[src/rtl/demux4x16_stream.sv]
// demux4x16_stream: 1-to-4 stream demux, per-channel FIFO; optional broadcast via `ifdef DEMUX_BCAST_EN.
// Latency 1 cycle from accept to o<k>/out_valid[k]; no same-cycle bypass.
// Backpressure: in_ready drops only while the addressed FIFO (any FIFO when broadcasting) is full.

// demux4x16_fifo: DEPTH-entry synchronous FIFO, head word always visible on o_dat.
// Latency 1 cycle push to o_vld; pop on i_pop while non-empty.
// Backpressure: o_full from registered occupancy; pushes while full are dropped.
module demux4x16_fifo #(
    parameter int WIDTH = 16,
    parameter int DEPTH = 2
) (
    input  logic                   clk,
    input  logic                   reset,
    input  logic                   i_push,
    input  logic [WIDTH-1:0]       i_dat,
    input  logic                   i_pop,
    output logic [WIDTH-1:0]       o_dat,
    output logic                   o_vld,
    output logic                   o_full,
    output logic [$clog2(DEPTH):0] o_occ
);
    localparam int AW = $clog2(DEPTH);
    localparam logic [AW-1:0] PTR_ONE  = AW'(1);
    localparam logic [AW:0]   OCC_ONE  = (AW+1)'(1);
    localparam logic [AW:0]   OCC_FULL = (AW+1)'(DEPTH);

    logic [WIDTH-1:0] r_mem [DEPTH];
    logic [AW-1:0]    r_wr_ptr;
    logic [AW-1:0]    r_rd_ptr;
    logic [AW:0]      r_occ;
    logic             w_push;
    logic             w_pop;

    // out_ready on an empty channel must not move the read pointer
    assign w_pop  = i_pop && (r_occ != '0);
    assign w_push = i_push && !o_full;

    always_ff @(posedge clk or posedge reset) begin
        if (reset) begin
            for (int i = 0; i < DEPTH; i++) begin
                r_mem[i] <= '0;
            end
            r_wr_ptr <= '0;
            r_rd_ptr <= '0;
            r_occ    <= '0;
        end else begin
            if (w_push) begin
                r_mem[r_wr_ptr] <= i_dat;
                r_wr_ptr        <= r_wr_ptr + PTR_ONE;
            end
            if (w_pop) begin
                r_rd_ptr <= r_rd_ptr + PTR_ONE;
            end
            if (w_push && !w_pop) begin
                r_occ <= r_occ + OCC_ONE;
            end else if (w_pop && !w_push) begin
                r_occ <= r_occ - OCC_ONE;
            end
        end
    end

    assign o_dat  = r_mem[r_rd_ptr];
    assign o_vld  = (r_occ != '0);
    assign o_full = (r_occ == OCC_FULL);
    assign o_occ  = r_occ;
endmodule

// demux4x16_stream: routes in_data to channel in_sel (or all channels on in_bcast).
// Latency 1 cycle accept to output; each channel drains independently.
// Backpressure: per-channel FIFOs, so a stalled consumer only blocks words aimed at it.
module demux4x16_stream #(
    parameter int WIDTH = 16,
    parameter int DEPTH = 2
) (
    input  logic                   clk,
    input  logic                   reset,
    input  logic                   in_valid,
    output logic                   in_ready,
    input  logic [WIDTH-1:0]       in_data,
    input  logic [1:0]             in_sel,
`ifdef DEMUX_BCAST_EN
    input  logic                   in_bcast,
`endif
    output logic [3:0]             out_valid,
    input  logic [3:0]             out_ready,
    output logic [WIDTH-1:0]       o0,
    output logic [WIDTH-1:0]       o1,
    output logic [WIDTH-1:0]       o2,
    output logic [WIDTH-1:0]       o3,
    output logic [$clog2(DEPTH):0] occ0,
    output logic [$clog2(DEPTH):0] occ1,
    output logic [$clog2(DEPTH):0] occ2,
    output logic [$clog2(DEPTH):0] occ3
);
    logic [3:0]             w_full;
    logic [3:0]             w_push;
    logic                   w_accept;
    logic                   w_bcast;
    logic [WIDTH-1:0]       w_dat [4];
    logic [$clog2(DEPTH):0] w_occ [4];

`ifdef DEMUX_BCAST_EN
    assign w_bcast = in_bcast;
`else
    assign w_bcast = 1'b0;
`endif

    // Registered full flags only: no path from out_ready to in_ready
    assign in_ready = w_bcast ? ~(|w_full) : ~w_full[in_sel];
    assign w_accept = in_valid && in_ready;

    for (genvar k = 0; k < 4; k++) begin : g_ch
        assign w_push[k] = w_accept && (w_bcast || (in_sel == 2'(k)));

        demux4x16_fifo #(
            .WIDTH (WIDTH),
            .DEPTH (DEPTH)
        ) u_fifo (
            .clk    (clk),
            .reset  (reset),
            .i_push (w_push[k]),
            .i_dat  (in_data),
            .i_pop  (out_ready[k]),
            .o_dat  (w_dat[k]),
            .o_vld  (out_valid[k]),
            .o_full (w_full[k]),
            .o_occ  (w_occ[k])
        );
    end

    assign o0   = w_dat[0];
    assign o1   = w_dat[1];
    assign o2   = w_dat[2];
    assign o3   = w_dat[3];
    assign occ0 = w_occ[0];
    assign occ1 = w_occ[1];
    assign occ2 = w_occ[2];
    assign occ3 = w_occ[3];
endmodule

[config.mk]
export PLATFORM = sky130hd
export DESIGN_NAME = demux4x16_stream
export DESIGN_NICKNAME = d
export VERILOG_FILES = /design/src/rtl/demux4x16_stream.sv
export SDC_FILE = /design/constraint.sdc
export NUM_CORES = 1
export LEC_CHECK = 0
export BUFFER_PORTS_ARGS = -buffer_cell sky130_fd_sc_hd__buf_4
export CAP_MARGIN = 20
export CORE_UTILIZATION = 61
export DETAILED_ROUTE_END_ITERATION = 12
export PLACE_DENSITY_LB_ADDON = 0.12
export SLEW_MARGIN = 20
export SYNTH_ARGS = -nofsm -noshare
export SYNTH_HDL_FRONTEND = slang
export SYNTH_SLANG_ARGS = --single-unit
[constraint.sdc]
create_clock -name clk -period 10.9 [get_ports clk]
set_input_delay 0.545 -clock clk [delete_from_list [all_inputs] [get_ports clk]]
set_output_delay 0.545 -clock clk [all_outputs]
set_load 0.005 [all_outputs]
Word level (Yosys, flattened, before mapping) --
Cells that the tools add are included. W data, S select, Z words.
Storage, ports and cells: flip-flop bits (word level) 144, latch bits 0, RAM bits 0, memory bits (read-only) 0, output and inout port bits 77, logic and storage cells 145, memories kept 0
Cells by class: add/subtract/negate cells 16, multipliers 0, div/mod/pow operators 0, $lt $le $gt $ge 13, equal/unequal tests 7, shift-type cells 0, mux-type cells 34, bitwise logic cells 9, reductions and logical operators 46
Operator list (count):
- $mux W16 | 16
- $bwmux W32 | 4
- $demux W16 S1 | 4
- $logic_and A1 B1 Y1 | 25
- $ge A2 B2 Y1 const B | 8
- $mux W2 | 8
- $not A1 Y2 | 8
- $reduce_bool A2 Y1 | 8
- $eq A2 B2 Y1 const B | 6
- $logic_not A1 Y1 | 12
- $add A1 B1 Y1 const B | 8
- $add A2 B1 Y2 const B | 4
- $lt A2 B1 Y1 const B | 4
- $sub A2 B1 Y2 const B | 4
- $lt A2 B3 Y1 const B | 1
- $bmux W1 S2 | 1
- $eq A2 B1 Y1 const B | 1
- $logic_not A2 Y1 | 1
- $mux W1 | 1
- $not A1 Y1 | 1

Longest topological paths before layout --
depth after elaboration 11, gate-level depth with buffers 7

Modules after synthesis --
Synthesis repeated with hierarchy kept, for this count alone.
Second synthesis, totals: cells, all modules 423, area total of the unflattened synthesis 6685.2 um2
By module, submodules not included:
- demux4x16_fifo | times used 4, cells each 104, area each 1655.3 um2
- demux4x16_stream | times used 1, cells each 7, area each 63.8 um2

Least setup slack after synthesis --
Ideal clock, no wire load.
path kind flip-flop to output port, from reg g_ch[0].u_fifo.r_rd_ptr, to out o0[10], data arrival time 1327 ps, path slack 9028 ps, cell stages (with the launch flop) 4, buffers on the path 2, cell sequence dfrtp_1 -> clkbuf_1 -> buf_1 -> mux2_2
Between the ends: word-level cells in the longest chain between the ends 4
RTL lines:
- start, declared | line 29 | logic [AW-1:0] r_rd_ptr;
- start signal, assigned | line 52 | r_rd_ptr <= r_rd_ptr + PTR_ONE;
- $not A1 Y2 (implied by the code) | line 62 | assign o_dat = r_mem[r_rd_ptr];
- $mux W16 (implied by the code) (3 in a row) | line 62
- end, declared | line 86 | output logic [WIDTH-1:0] o0,
No other way between the ends. The select of a mux whose other input is x is not followed.

Worst setup path after layout --
from reg g_ch[0].u_fifo.r_rd_ptr, to out o0[3]
The elaborated chain is that of the path after synthesis.

==> reports/metrics.cfg <==
[yosys]
yosysUniqueCellTypes = 30
syn_area_sq_mm = 0.006486
ys_ff_latch = 144
avgSynthCellArea_sq_um = 15.37
syn-num-nets = 451
syn_inst = 422
synth_seq_area_share_pct = 55.56
yosys_warnings = 0

[floorplanning]
die_y_um = 105.1
initial_core_util_pct = 62.83
die_w_um = 105.1
ios = 102
row_count = 37
core_sq_mm = 0.01032
die-area_sq_mm = 0.01105

[power]
total_leakage_power_nw = 3.640
power.density_mw_per_mm2 = 320.4
vdd_drop_max_uv = 156.2

[routing]
drt-pass1-iter-count = 4
drt-initial-drc-count = 132
vias = 3747
avgViaCountPerCell = 5.601
routed_wl_um = 12920
drc = 0
postRouteAntennaNets = 0
wire_per_inst_um = 19.31

[finish]
final_util_pct = 75.93
area_growth_pct = 20.85
drive_gt1_share_pct = 61.73
num_antenna_cells = 0
fin_nets = 550
nFillCells = 636
final_common_cell = mux2_2
final_cell_mix = 166 x mux2_2, 144 x dfrtp_1, 102 x buf_4, 20 x mux2_4, 16 x clkbuf_16

[clock_network]
cts_sinks = 144
clock_latency_ps = 510
path_clk_slew_ps = 60
clockRootBuffer = clkbuf_8
ctsResizeCount = 0
cts_buffer_depth = 2
htree_levels = 4
cts_setup_buffers = 0
cts_buffers = 17
cts_tree = yes
hold_buffers = 0

[timing]
fin_crit_ps = 2519
finalHoldViolations = 0
slew_viol_final = 0
setup_viol = 0
finalCritPeriodShare_pct = 23.11
rsz0062_at_grt = false
clock_skew_ps = 7.091
setup_tns_ps = 0
clock.fmax_mhz = 396.9
worst_pin_slew_ps = 1104
slew-limit-headroom_pct = 26.06

[worst_hold_path]
hp-class = in -> async

[setup_path]
crit_arrival_ps = 1970
rrSetupSlack_ps = 8730
end_kind = primary output
startpoint_type = register
criticalPathCategory = reg -> out
critPathMaxFanout = 17
critical_path_required_ps = 10360

[run_status]
status = finished clean

[grt]
grt_pass1_vias = 3976
antenna_found_initial = 0
grt_first_pass_wirelength_um = 21330
track_usage_pct = 25.44
grt_max_degree = 86
grt_overflow = 0

[placement]
io_buffers = 101
gp_congestion = 0.7563
hpwl_um = 8530

[job]
cap_violations = 0

-- logic make-up (layout without fill, tap and decap cells) --
group | count (synthesis) | in the layout | share of synthesized area (%)
XOR/XNOR | 20 | 20 | 2.701
adder cells (fa/ha/maj) | 4 | 4 | 0.7716
buffers and inverters | 26 | 137 | 2.296
flip-flops | 144 | 144 | 55.56
multiplexers | 193 | 193 | 34.84
AND/OR/NAND/NOR | 35 | 35 | 3.839
-- through the flow --
step,hold slack [ps],setup WS [ps],cell area (sq um),std cells,power (mW)
2_1_floorplan,446.8,6489,6486,422,1.555
3_3_place_gp,467.7,8543,7293,637,1.946
3_5_place_dp,467.4,8439,7293,637,1.997
4_1_cts,97.10,8382,7824,668,2.530
5_1_grt,120.9,8325,7839,669,2.656
6_report,80.96,8381,7839,669,2.512
-- synthesized netlist by cell type, drive strengths merged --
| cell type | n | area, sq um |
|---|---|---|
| nor2 | 4 | 15.01 |
| nand2b | 5 | 31.28 |
| and4 | 1 | 8.760 |
| mux2 | 192 | 2237 |
| dfrtp | 144 | 3603 |
| or2 | 4 | 25.02 |
| mux4 | 1 | 22.52 |
| ha | 4 | 50.05 |
| and3 | 1 | 6.260 |
| xor2 | 11 | 96.34 |
| nand4 | 1 | 6.260 |
| nand2 | 6 | 25.03 |
| buf | 19 | 122.6 |
| clkbuf | 5 | 18.77 |
| nand4b | 2 | 17.52 |
| or4 | 2 | 18.77 |
| nor2b | 4 | 27.53 |
| nor3 | 3 | 20.02 |
| xnor2 | 9 | 78.83 |
| nor4b | 2 | 47.55 |
| inv | 2 | 7.510 |
-- final timing paths --
kind,startpoint,endpoint,depth (start not counted)
setup / recovery,g_ch[0].u_fifo.r_rd_ptr,o0[3],2
hold / removal,reset,g_ch[0].u_fifo.r_mem[10],2
setup reg to reg,g_ch[1].u_fifo.o_occ[0],g_ch[1].u_fifo.r_mem[20],3
hold reg to reg,g_ch[2].u_fifo.r_mem[19],g_ch[2].u_fifo.r_mem[19],1
max in group asynchronous,reset,g_ch[0].u_fifo.r_mem[13],3
min in group clk,in_data[6],g_ch[2].u_fifo.r_mem[22],2
-- metal layers --
metal | up-vias | wire length [um] | part of all wire, % | global-route usage, %
met5 | - | 0 | 0 | 0
met4 | 0 | 125 | 0.97 | 7.847
met3 | 13 | 512 | 4.0 | 5.864
met2 | 86 | 6770 | 52 | 42.67
met1 | 1952 | 5510 | 43 | 32.99
li1 | 1696 | - | - | -
-- critical path, stage by stage, from the launching register on --
cell and delay, ps:
dfrtp_1 890, mux2_2 430, buf_4 140
-- power breakdown --
part	internal [mW]	leakage, nW	switching, mW
registers	0.803	1.73	0.207
logic	0.666	1.64	0.314
clock network	0.317	0.268	0.204
total	1.79	3.64	0.725
-- registers in the layout (all words and copies together), names as in the netlist --
register and cells:
g_ch.u_fifo.r_mem 128, g_ch.u_fifo.o_occ 8, g_ch.u_fifo.r_rd_ptr 4, g_ch.u_fifo.r_wr_ptr 4
-- final cells by class --
type / instances / area [sq um] / share of cell area [%]
Timing Repair Buffer: 104 / 788.3 / 10.06
Multi-Input combinational cell: 252 / 2734 / 34.88
Tap cell: 136 / 170.2 / 2.171
Sequential cell: 144 / 3603 / 45.97
Clock inverter: 7 / 60.06 / 0.7662
Inverter: 2 / 12.51 / 0.1596
Clock buffer: 24 / 470.5 / 6.002
No activity file was read; power rests on OpenSTA's default activity.
